### src/rtl/elab_slot_sched_pkg.sv
// rtl/elab_slot_sched_pkg.sv - shared parameters, slot/bank types and FSM states
package elab_slot_pkg;

  parameter int NREQ  = 5;
  parameter int DW    = 6;
  parameter int NSLOT = 4;

  localparam int PTRW = $clog2(NREQ);
  localparam int IDXW = $clog2(NSLOT);

  typedef logic [DW-1:0]       slot_t;
  typedef slot_t [NSLOT-1:0]   bank_t;
  typedef logic [PTRW-1:0]     ptr_t;
  typedef logic [IDXW-1:0]     idx_t;

  localparam int BANKW = $bits(bank_t);

  typedef enum logic [1:0] {
    ST_IDLE  = 2'd0,
    ST_SWEEP = 2'd1,
    ST_DONE  = 2'd2
  } state_t;

endpackage

### src/rtl/elab_slot_sched_if.sv
// rtl/elab_slot_sched_if.sv - request/grant and sweep stream bundle
interface elab_slot_sched_if;
  import elab_slot_pkg::*;

  logic [NREQ-1:0]      req_valid;
  logic [NREQ*DW-1:0]   req_data;
  logic [NREQ*IDXW-1:0] req_idx;
  logic [NREQ-1:0]      req_ready;
  ptr_t                 grant_id;
  logic                 grant_valid;
  logic                 sweep_start;
  logic                 sweep_busy;
  logic                 sweep_valid;
  idx_t                 sweep_idx;
  slot_t                sweep_data;
  logic                 sweep_done;
  logic [BANKW-1:0]     bank_out;

  modport master (
    output req_valid, req_data, req_idx, sweep_start,
    input  req_ready, grant_id, grant_valid, sweep_busy, sweep_valid,
           sweep_idx, sweep_data, sweep_done, bank_out
  );

  modport slave (
    input  req_valid, req_data, req_idx, sweep_start,
    output req_ready, grant_id, grant_valid, sweep_busy, sweep_valid,
           sweep_idx, sweep_data, sweep_done, bank_out
  );

endinterface

### src/rtl/elab_slot_sched_rr_arb.sv
// rtl/elab_slot_sched_rr_arb.sv - combinational round-robin picker over NREQ requesters
module elab_rr_arb
  import elab_slot_pkg::*;
(
  input  logic [NREQ-1:0] req,
  input  ptr_t            ptr,
  output logic [NREQ-1:0] grant,
  output ptr_t            winner,
  output logic            any_valid
);

  // Scan from ptr upward, wrapping at NREQ (not at 2^PTRW); first set bit wins.
  always_comb begin
    int   cand;
    ptr_t cidx;
    grant     = '0;
    winner    = '0;
    any_valid = 1'b0;
    cand      = 0;
    cidx      = '0;
    for (int i = 0; i < NREQ; i++) begin
      cand = int'(ptr) + i;
      if (cand >= NREQ) cand = cand - NREQ;
      cidx = ptr_t'(cand);
      if (!any_valid && req[cidx]) begin
        any_valid   = 1'b1;
        winner      = cidx;
        grant[cidx] = 1'b1;
      end
    end
  end

endmodule

### src/rtl/elab_slot_sched.sv
// rtl/elab_slot_sched.sv - round-robin slot bank writer with sweep readout sequencer
module elab_slot_sched
  import elab_slot_pkg::*;
(
  input logic              clk,
  input logic              rst_n,
  elab_slot_sched_if.slave bus
);

  state_t          state;
  state_t          state_nx;
  ptr_t            ptr;
  bank_t           bank;
  idx_t            sweep_pos;
  logic [NREQ-1:0] arb_grant;
  ptr_t            arb_winner;
  logic            arb_any;
  logic            grant_en;
  slot_t           win_data;
  idx_t            win_idx;

  elab_rr_arb u_arb (
    .req       (bus.req_valid),
    .ptr       (ptr),
    .grant     (arb_grant),
    .winner    (arb_winner),
    .any_valid (arb_any)
  );

  assign win_data = bus.req_data[int'(arb_winner)*DW +: DW];
  assign win_idx  = bus.req_idx[int'(arb_winner)*IDXW +: IDXW];

  // Next state and grant enable; a sweep request in IDLE pre-empts any grant.
  always_comb begin
    state_nx = state;
    grant_en = 1'b0;
    case (state)
      ST_IDLE: begin
        if (bus.sweep_start) state_nx = ST_SWEEP;
        else                 grant_en = arb_any & rst_n;
      end
      ST_SWEEP: begin
        if (sweep_pos == idx_t'(NSLOT-1)) state_nx = ST_DONE;
      end
      ST_DONE:  state_nx = ST_IDLE;
      default:  state_nx = ST_IDLE;
    endcase
  end

  assign bus.req_ready   = grant_en ? arb_grant : '0;
  assign bus.grant_valid = grant_en;
  assign bus.grant_id    = grant_en ? arb_winner : '0;
  assign bus.sweep_busy  = (state != ST_IDLE);
  assign bus.sweep_valid = (state == ST_SWEEP);
  assign bus.sweep_done  = (state == ST_DONE);
  assign bus.sweep_idx   = sweep_pos;
  assign bus.sweep_data  = (state == ST_SWEEP) ? bank[sweep_pos] : '0;
  assign bus.bank_out    = bank;

  // FSM state register.
  always_ff @(posedge clk or negedge rst_n) begin
    if (!rst_n) state <= ST_IDLE;
    else        state <= state_nx;
  end

  // Round-robin pointer moves just past the winner after every grant.
  always_ff @(posedge clk or negedge rst_n) begin
    if (!rst_n) begin
      ptr <= '0;
    end else if (grant_en) begin
      ptr <= (arb_winner == ptr_t'(NREQ-1)) ? '0 : arb_winner + 1'b1;
    end
  end

  // Bank write; out-of-range slot indices are granted but dropped.
  always_ff @(posedge clk or negedge rst_n) begin
    if (!rst_n) begin
      bank <= '0;
    end else if (grant_en && (int'(win_idx) < NSLOT)) begin
      bank[win_idx] <= win_data;
    end
  end

  // Sweep position: cleared on sweep start, stepped through the bank, parked at 0.
  always_ff @(posedge clk or negedge rst_n) begin
    if (!rst_n) begin
      sweep_pos <= '0;
    end else if (state == ST_IDLE && bus.sweep_start) begin
      sweep_pos <= '0;
    end else if (state == ST_SWEEP) begin
      sweep_pos <= (sweep_pos == idx_t'(NSLOT-1)) ? '0 : sweep_pos + 1'b1;
    end
  end

endmodule

### src/flat_wrapper.sv
// flat-port wrapper written by rule: the top's interface ports become plain ports
module elab_slot_sched_flat import elab_slot_pkg::*;
  (clk, rst_n, bus_req_valid, bus_req_data, bus_req_idx, bus_sweep_start, bus_req_ready, bus_grant_id, bus_grant_valid, bus_sweep_busy, bus_sweep_valid, bus_sweep_idx, bus_sweep_data, bus_sweep_done, bus_bank_out);
  elab_slot_sched_if bus_i ();
  input logic clk;
  input logic rst_n;
  input wire logic [$bits(bus_i.req_valid)-1:0] bus_req_valid;
  input wire logic [$bits(bus_i.req_data)-1:0] bus_req_data;
  input wire logic [$bits(bus_i.req_idx)-1:0] bus_req_idx;
  input wire logic [$bits(bus_i.sweep_start)-1:0] bus_sweep_start;
  output wire logic [$bits(bus_i.req_ready)-1:0] bus_req_ready;
  output wire logic [$bits(bus_i.grant_id)-1:0] bus_grant_id;
  output wire logic [$bits(bus_i.grant_valid)-1:0] bus_grant_valid;
  output wire logic [$bits(bus_i.sweep_busy)-1:0] bus_sweep_busy;
  output wire logic [$bits(bus_i.sweep_valid)-1:0] bus_sweep_valid;
  output wire logic [$bits(bus_i.sweep_idx)-1:0] bus_sweep_idx;
  output wire logic [$bits(bus_i.sweep_data)-1:0] bus_sweep_data;
  output wire logic [$bits(bus_i.sweep_done)-1:0] bus_sweep_done;
  output wire logic [$bits(bus_i.bank_out)-1:0] bus_bank_out;
  assign bus_i.req_valid = bus_req_valid;
  assign bus_i.req_data = bus_req_data;
  assign bus_i.req_idx = bus_req_idx;
  assign bus_i.sweep_start = bus_sweep_start;
  assign bus_req_ready = bus_i.req_ready;
  assign bus_grant_id = bus_i.grant_id;
  assign bus_grant_valid = bus_i.grant_valid;
  assign bus_sweep_busy = bus_i.sweep_busy;
  assign bus_sweep_valid = bus_i.sweep_valid;
  assign bus_sweep_idx = bus_i.sweep_idx;
  assign bus_sweep_data = bus_i.sweep_data;
  assign bus_sweep_done = bus_i.sweep_done;
  assign bus_bank_out = bus_i.bank_out;
  elab_slot_sched u_core (.clk(clk), .rst_n(rst_n), .bus(bus_i));
endmodule
### config.mk
export PLATFORM = sky130hd
export DESIGN_NAME = elab_slot_sched_flat
export DESIGN_NICKNAME = d
export VERILOG_FILES = /design/src/rtl/elab_slot_sched_pkg.sv /design/src/rtl/elab_slot_sched_if.sv /design/src/rtl/elab_slot_sched_rr_arb.sv /design/src/rtl/elab_slot_sched.sv /design/src/flat_wrapper.sv
export SDC_FILE = /design/constraint.sdc
export NUM_CORES = 1
export LEC_CHECK = 0
export CORE_ASPECT_RATIO = 0.6
export CORE_UTILIZATION = 44
export CTS_BUF_LIST = sky130_fd_sc_hd__clkbuf_16
export DETAILED_ROUTE_END_ITERATION = 6
export GPL_ROUTABILITY_DRIVEN = 0
export PLACE_DENSITY_LB_ADDON = 0.25
export SETUP_SLACK_MARGIN = 0.3
export SLEW_MARGIN = 0
export SYNTH_ARGS = -nofsm -noshare
export SYNTH_HDL_FRONTEND = slang
export SYNTH_SLANG_ARGS = --single-unit
### constraint.sdc
create_clock -name clk -period 5.35 [get_ports clk]
set_clock_uncertainty 0.15 [all_clocks]
set_input_delay 1.605 -clock clk [delete_from_list [all_inputs] [get_ports clk]]
set_output_delay 1.605 -clock clk [all_outputs]
set_load 0.01 [all_outputs]
======== After elaboration in Yosys (flattened, before gate mapping) ========
Index checks and enable logic that the tools add are counted.
word-level totals
  flip-flop bits (word level) ............. 31
  output and inout bits ................... 44
  word-level logic and storage cells ...... 126
operators by class
  add/subtract/negate cells ............... 11
  $mul .................................... 1
  order comparisons ....................... 18
  eq/ne operators ......................... 6
  shifts and indexed selects .............. 2
  muxes and demuxes ....................... 57
  bitwise operators ....................... 5
  reductions and logical operators ........ 19
operators with widths
  kind                 number
  $mux 3               12
  $shiftx 30x32->6     1
  $mux 5               6
  $bwmux 24            1
  $lt 3x4->1 const B   5
  $or 5x5->5           4
  $mux 6               3
  $mux 1               17
  $ge 4x3->1 const B   4
  $bmux 1 s3           5
  $demux 1 s3          5
  $ge 3x1->1 const B   5
  $sub 3x3->3 const B  5
  $bmux 6 s2           1
  $demux 6 s2          1
  $logic_and 1x1->1    11
  $mux 2               5
  $shiftx 10x5->2      1
  $add 3x2->4 const B  2
  $lt 2x3->1 const B   2
  $mul 3x2->5 const B  1
  $add 3x1->4 const B  1
  $add 3x3->4 const B  1
  $eq 2x2->1 const B   2
  14 further kinds     18

======== Longest topological paths before layout ========
  word-level depth ........................ 23
  gate-level depth with buffers ........... 20
  gate-level depth less buffers ........... 17

======== Cells and area by module ========
From an unflattened synthesis, not the netlist that was laid out.
unflattened totals
  cell total of the unflattened synthesis .. 343
  area, all modules ....................... 3,264.4 um^2
by module, submodules not included
  module           instances  cells each  area each (um^2)  seq. area each (um^2)
  elab_slot_sched  1          151         1,888.1           775.7
  elab_rr_arb      1          192         1,376.3           0.0

======== Least setup slack after synthesis ========
OpenSTA, ideal clock, no wires.
  path kind ............................... input to output
  start ................................... in bus_req_valid[3]
  end ..................................... out bus_grant_id[0]
  data arrival time ....................... 3,825 ps
  slack ................................... -230 ps
  stages .................................. 12
  buffers on the path ..................... 2
  cell sequence ........................... clkbuf_1 > mux2i_1 > mux4_2 > nor2_1 > a21oi_2 > nand3_1 > nor2_1 > o21a_2 > nor2_8 > buf_2 > inv_1 > nor2_1
between the ends
  longest elaborated chain between the ends .. 19
  elaborated cells on any way between the ends .. 32
  those cells by class .................... mux (23); bitwise (1); reduce/logical (8)
ends and longest elaborated chain
  item                          line                          text
  start, declared               flat_wrapper.sv:7             input wire logic [$bits(bus_i.req_valid)-1:0] bus_req_valid;
  $bmux 1 s3                    elab_slot_sched_rr_arb.sv:25  if (!any_valid && req[cidx]) begin
  $mux 1 (not written as such)  elab_slot_sched_rr_arb.sv:25
  $mux 1                        elab_slot_sched_rr_arb.sv:25
  $logic_not 1->1               elab_slot_sched_rr_arb.sv:25
  $logic_and 1x1->1             elab_slot_sched_rr_arb.sv:25
  $mux 1                        elab_slot_sched_rr_arb.sv:25
  $logic_not 1->1               elab_slot_sched_rr_arb.sv:25
  $logic_and 1x1->1             elab_slot_sched_rr_arb.sv:25
  (+3 left out)                 --
  $mux 1                        elab_slot_sched_rr_arb.sv:25
  $logic_not 1->1               elab_slot_sched_rr_arb.sv:25
  $logic_and 1x1->1             elab_slot_sched_rr_arb.sv:25
  $mux 1                        elab_slot_sched_rr_arb.sv:25
  $and 1x1->1                   elab_slot_sched.sv:40         else grant_en = arb_any & rst_n;
  $mux 1                        elab_slot_sched.sv:39         if (bus.sweep_start) state_nx = ST_SWEEP;
  $mux 1                        elab_slot_sched.sv:37         case (state)
  $mux 3 *                      elab_slot_sched.sv:52         assign bus.grant_id = grant_en ? arb_winner : '0;
  end, declared                 flat_wrapper.sv:12            output wire logic [$bits(bus_i.grant_id)-1:0] bus_grant_id;
Mark *: on every way between the ends. The rest lies on a longest branch, timed or not. The select of a mux whose other input is x is not followed.

======== Worst setup path in the final report ========
  start ................................... in bus_req_valid[4]
  end ..................................... out bus_grant_id[1]
The elaborated chain is that of the path after synthesis.

==> summary.md <==
| Metric | Value |
|---|---|
| Post-synthesis share of cell area spent on xor and xnor gates | `0.0165` |
| Register clock-pin slew on the reported worst setup and hold paths | `0.05 ns` |
| HP Class | `flip-flop to flip-flop` |
| Number of antenna violations at the first check in global routing | `0` |
| Residual overflow from global routing | `0` |
| Area grow syn2layout | `61.8%` |
| Netlist cell types | `83` |
| Kind of launch point of the worst setup path | `input port` |
| Total iterations of the first detailed-routing run | `6` |
| Number of gates on the worst path with buffers counted | `13` |
| Instance count of the mapped netlist | `414` |
| Area of placed instances | `5330 um2` |
| Post-synthesis mux area share | `0.186` |
| Crit-path max FO | `5` |
| Filler-free cell count of the finished design | `702` |
| Number of vias per cell after detailed routing | `6.33` |
| Post-synthesis simple-gate area fraction | `0.213` |
| Critical Path Source | `bus_req_valid[4]` |
| Post-detail-place hpwl | `10.6 mm` |
| DRC errors left | `0` |
| TritonCTS Buffers | `5` |
| Clock latency reported for the late side of the worst-skew pair | `0.28 ns` |
| Core outline area | `7950 um2` |
| Placement row count | `25` |
| Critical path required time | `3.60 ns` |
| Critical-path cell list | `buf_8 > or3b_1 > a21oi_2 > o221ai_2 > a32oi_1 > buf_4 > nor2b_1 > o32ai_4 > o21ai_2 > o21ba_2 > inv_2 > nor2_4 > buf_2` |
| Global-route wire length before repair | `21.8 mm` |
| Number of levels in the clock H-tree | `2` |
| Final core area utilization | `0.741` |
| Slowest stage cell on the critical path | `sky130_fd_sc_hd__or3b_1` |
| Post-route cell area | `5890 um2` |
| Worst Setup Slack, final | `-0.239 ns` |
| Outcome | `complete, but fails checks` |
| Clock root buffer master | `sky130_fd_sc_hd__clkbuf_16` |
| Highest attainable clock frequency | `179 MHz` |
| Fraction of final layout cells with drive strength greater than 1 | `0.360` |
| Avg WL per Cell | `22.0 um` |
| Delay-heaviest family, CP | `compound AO/OA/AOI/OAI gates` |
| Adder-Cell Fraction of Synth Area | `0.0468` |
| Post-synthesis async set-or-reset flop share | `1.00` |
| Die span in x | `119 um` |
| Number of nets in the layout | `655` |
| Number of global-route vias before repair | `4106` |
| Startpoint of the worst register-to-register path | `u_core.ptr[1]` |
| Overall fraction of global-route tracks in use | `0.330` |
| Area enclosed by the die boundary | `8650 um2` |
| Number of routed nets with antenna violations | `0` |
| Dominant combinational cell family by area after synthesis | `compound AO/OA/AOI/OAI gates` |
| Biggest cell delay along the critical path | `0.35 ns` |
| 1st-iter DRT viols | `585` |
| Number of filler cells placed in the layout | `528` |
| Path depth of the worst reg2reg path | `17` |
| Number of nets produced by synthesis | `475` |
| Routed wire length | `15.4 mm` |
| Total I/O pin count | `92` |
| Final hold violations | `0` |
| Beginning of the worst hold path | `u_core.state[0]` |
| Sinks on the clock net | `31` |
| Transition time of the tightest slew-check pin | `0.905 ns` |
| Relative slew slack | `0.396` |
| Number of port buffers | `91` |
| FF+latch count, synth | `31` |
| Mean instance size in the synthesized netlist | `8.79 um2` |
| Max Root-Sink Buffers | `2` |
| CP Buf/Inv Count | `4` |
| Register area | `776 um2` |
| Number of flops mapped to enable cells by yosys | `0` |
| Warning count from the yosys run | `0` |
| Unrepaired setup endpoints after global routing | `true` |
| Die Span Y | `72.4 um` |
| CTS tree | `done` |
| Count of maximum capacitance violations | `0` |
| Multi-input logic area | `2990 um2` |
| Final setup viols | `9` |
| Sequential area share after synthesis | `0.213` |
| Violations in the final reports | `setup timing` |
| Synth Cell Area | `3640 um2` |
| Minimum clock period | `5.59 ns` |
| Top flip-flop cell by instance count after synthesis | `sky130_fd_sc_hd__dfrtp_1` |
| Largest net degree at the start of global routing | `32` |
| Compound-Gate Fraction of Synth Area | `0.262` |
| Number of vias after detailed routing | `4447` |
| Number of buffers added to fix hold violations after cts | `0` |
| Final period utilization | `1.04` |
| Worst endpoint data arrival time | `3.83 ns` |
| Effective utilization at floorplan | `0.458` |
| WHS Path Cells | `1` |
| Setup crit end kind | `primary output` |
| Diodes inserted | `0` |
| Placed cell count | `675` |
| Max Transition Viols Final | `0` |
| Worst setup path category | `input port to primary output` |
-- cells by family (layout without fill, tap and decap cells) --
family	count (synthesis)	count (layout)
compound gates	118	118
simple gates	138	138
fa+ha+maj	13	13
mux	56	56
buf+inv	52	232
flops	31	31
xor+xnor	6	6
-- timing repair --
item                       in CTS  in global routing
resized for setup              90                 31
pin swaps                      21                 16
setup buffers                  14                  6
setup endpoints to repair      33                 25
-- final cells by class --
cell class,count,share of cell area
Clock buffer,5,0.0213
Clock inverter,2,0.00149
Tap cell,108,0.0230
Sequential cell,31,0.132
Timing Repair Buffer,197,0.296
Multi-Input combinational cell,331,0.507
Inverter,28,0.0187
-- cell usage in the layout, fill, tap and decap left out, drive strengths merged, types with 8 or more instances in the layout --
| cell | synthesis | final |
|---|---|---|
| mux2 | 13 | 13 |
| nand3 | 17 | 17 |
| nand2 | 18 | 18 |
| nor3 | 8 | 8 |
| clkdlybuf4s50 | 0 | 77 |
| a21oi | 27 | 27 |
| o21ai | 17 | 17 |
| and2 | 8 | 8 |
| mux4 | 8 | 8 |
| inv | 28 | 28 |
| nor2b | 8 | 8 |
| o21a | 13 | 13 |
| mux2i | 35 | 35 |
| ha | 12 | 12 |
| a32oi | 9 | 9 |
| nor2 | 38 | 38 |
| dfrtp | 31 | 31 |
| buf | 13 | 119 |
-- per-layer routing --
metal / global-route usage / vias up / part of all wire
met5: 0 / - / 0
met2: 0.489 / 343 / 0.44
met3: 0.111 / 68 / 0.13
met1: 0.468 / 2123 / 0.41
met4: 0.0611 / 0 / 0.025
li1: - / 1913 / -
-- stage by stage --
step                      worst slack, ns  hold slack [ns]  setup TNS, ns
after CTS                          -0.222            0.354          -1.27
after global placement             -0.982            0.340         -12.17
after detailed placement            -1.06            0.348         -15.06
final                              -0.239            0.361          -1.58
after floorplan                    0.0162            0.315              0
after global routing               -0.296            0.382          -1.96
-- synth_stat cells, drive strengths merged, types with 3 or more instances --
master,instances,share of area
a21boi,4,0.012
a21oi,27,0.043
a221oi,7,0.027
a31oi,5,0.0086
a32oi,9,0.022
and2,8,0.014
buf,13,0.023
clkbuf,11,0.011
dfrtp,31,0.21
ha,12,0.041
inv,28,0.029
mux2,13,0.040
mux2i,35,0.096
mux4,8,0.050
nand2,18,0.019
nand2b,3,0.0052
nand3,17,0.023
nand3b,7,0.018
nor2,38,0.044
nor2b,8,0.014
nor3,8,0.012
nor4,7,0.014
o211ai,4,0.0096
o21a,13,0.027
o21ai,17,0.029
o32a,6,0.017
or2,6,0.010
xnor2,6,0.017
-- state kept, by name (all words and copies together), names as in the netlist --
register,flops
u_core.bus.bank_out,24
u_core.bus.sweep_idx,2
u_core.state,2
u_core.ptr,3
-- path summary, 6_finish.rpt --
path                       slack (ns)                 endpoint
setup / recovery                -0.24          bus_grant_id[1]
hold / removal                   0.36          u_core.state[0]
setup reg to reg                 0.44  u_core.bus.bank_out[22]
hold reg to reg                  0.36          u_core.state[0]
max in group asynchronous        3.08  u_core.bus.bank_out[21]
min in group asynchronous        1.67  u_core.bus.bank_out[19]
Power is left out: the tool's default activity adds up to more than one toggle a clock period on the data nets, which glitch-free logic cannot reach.
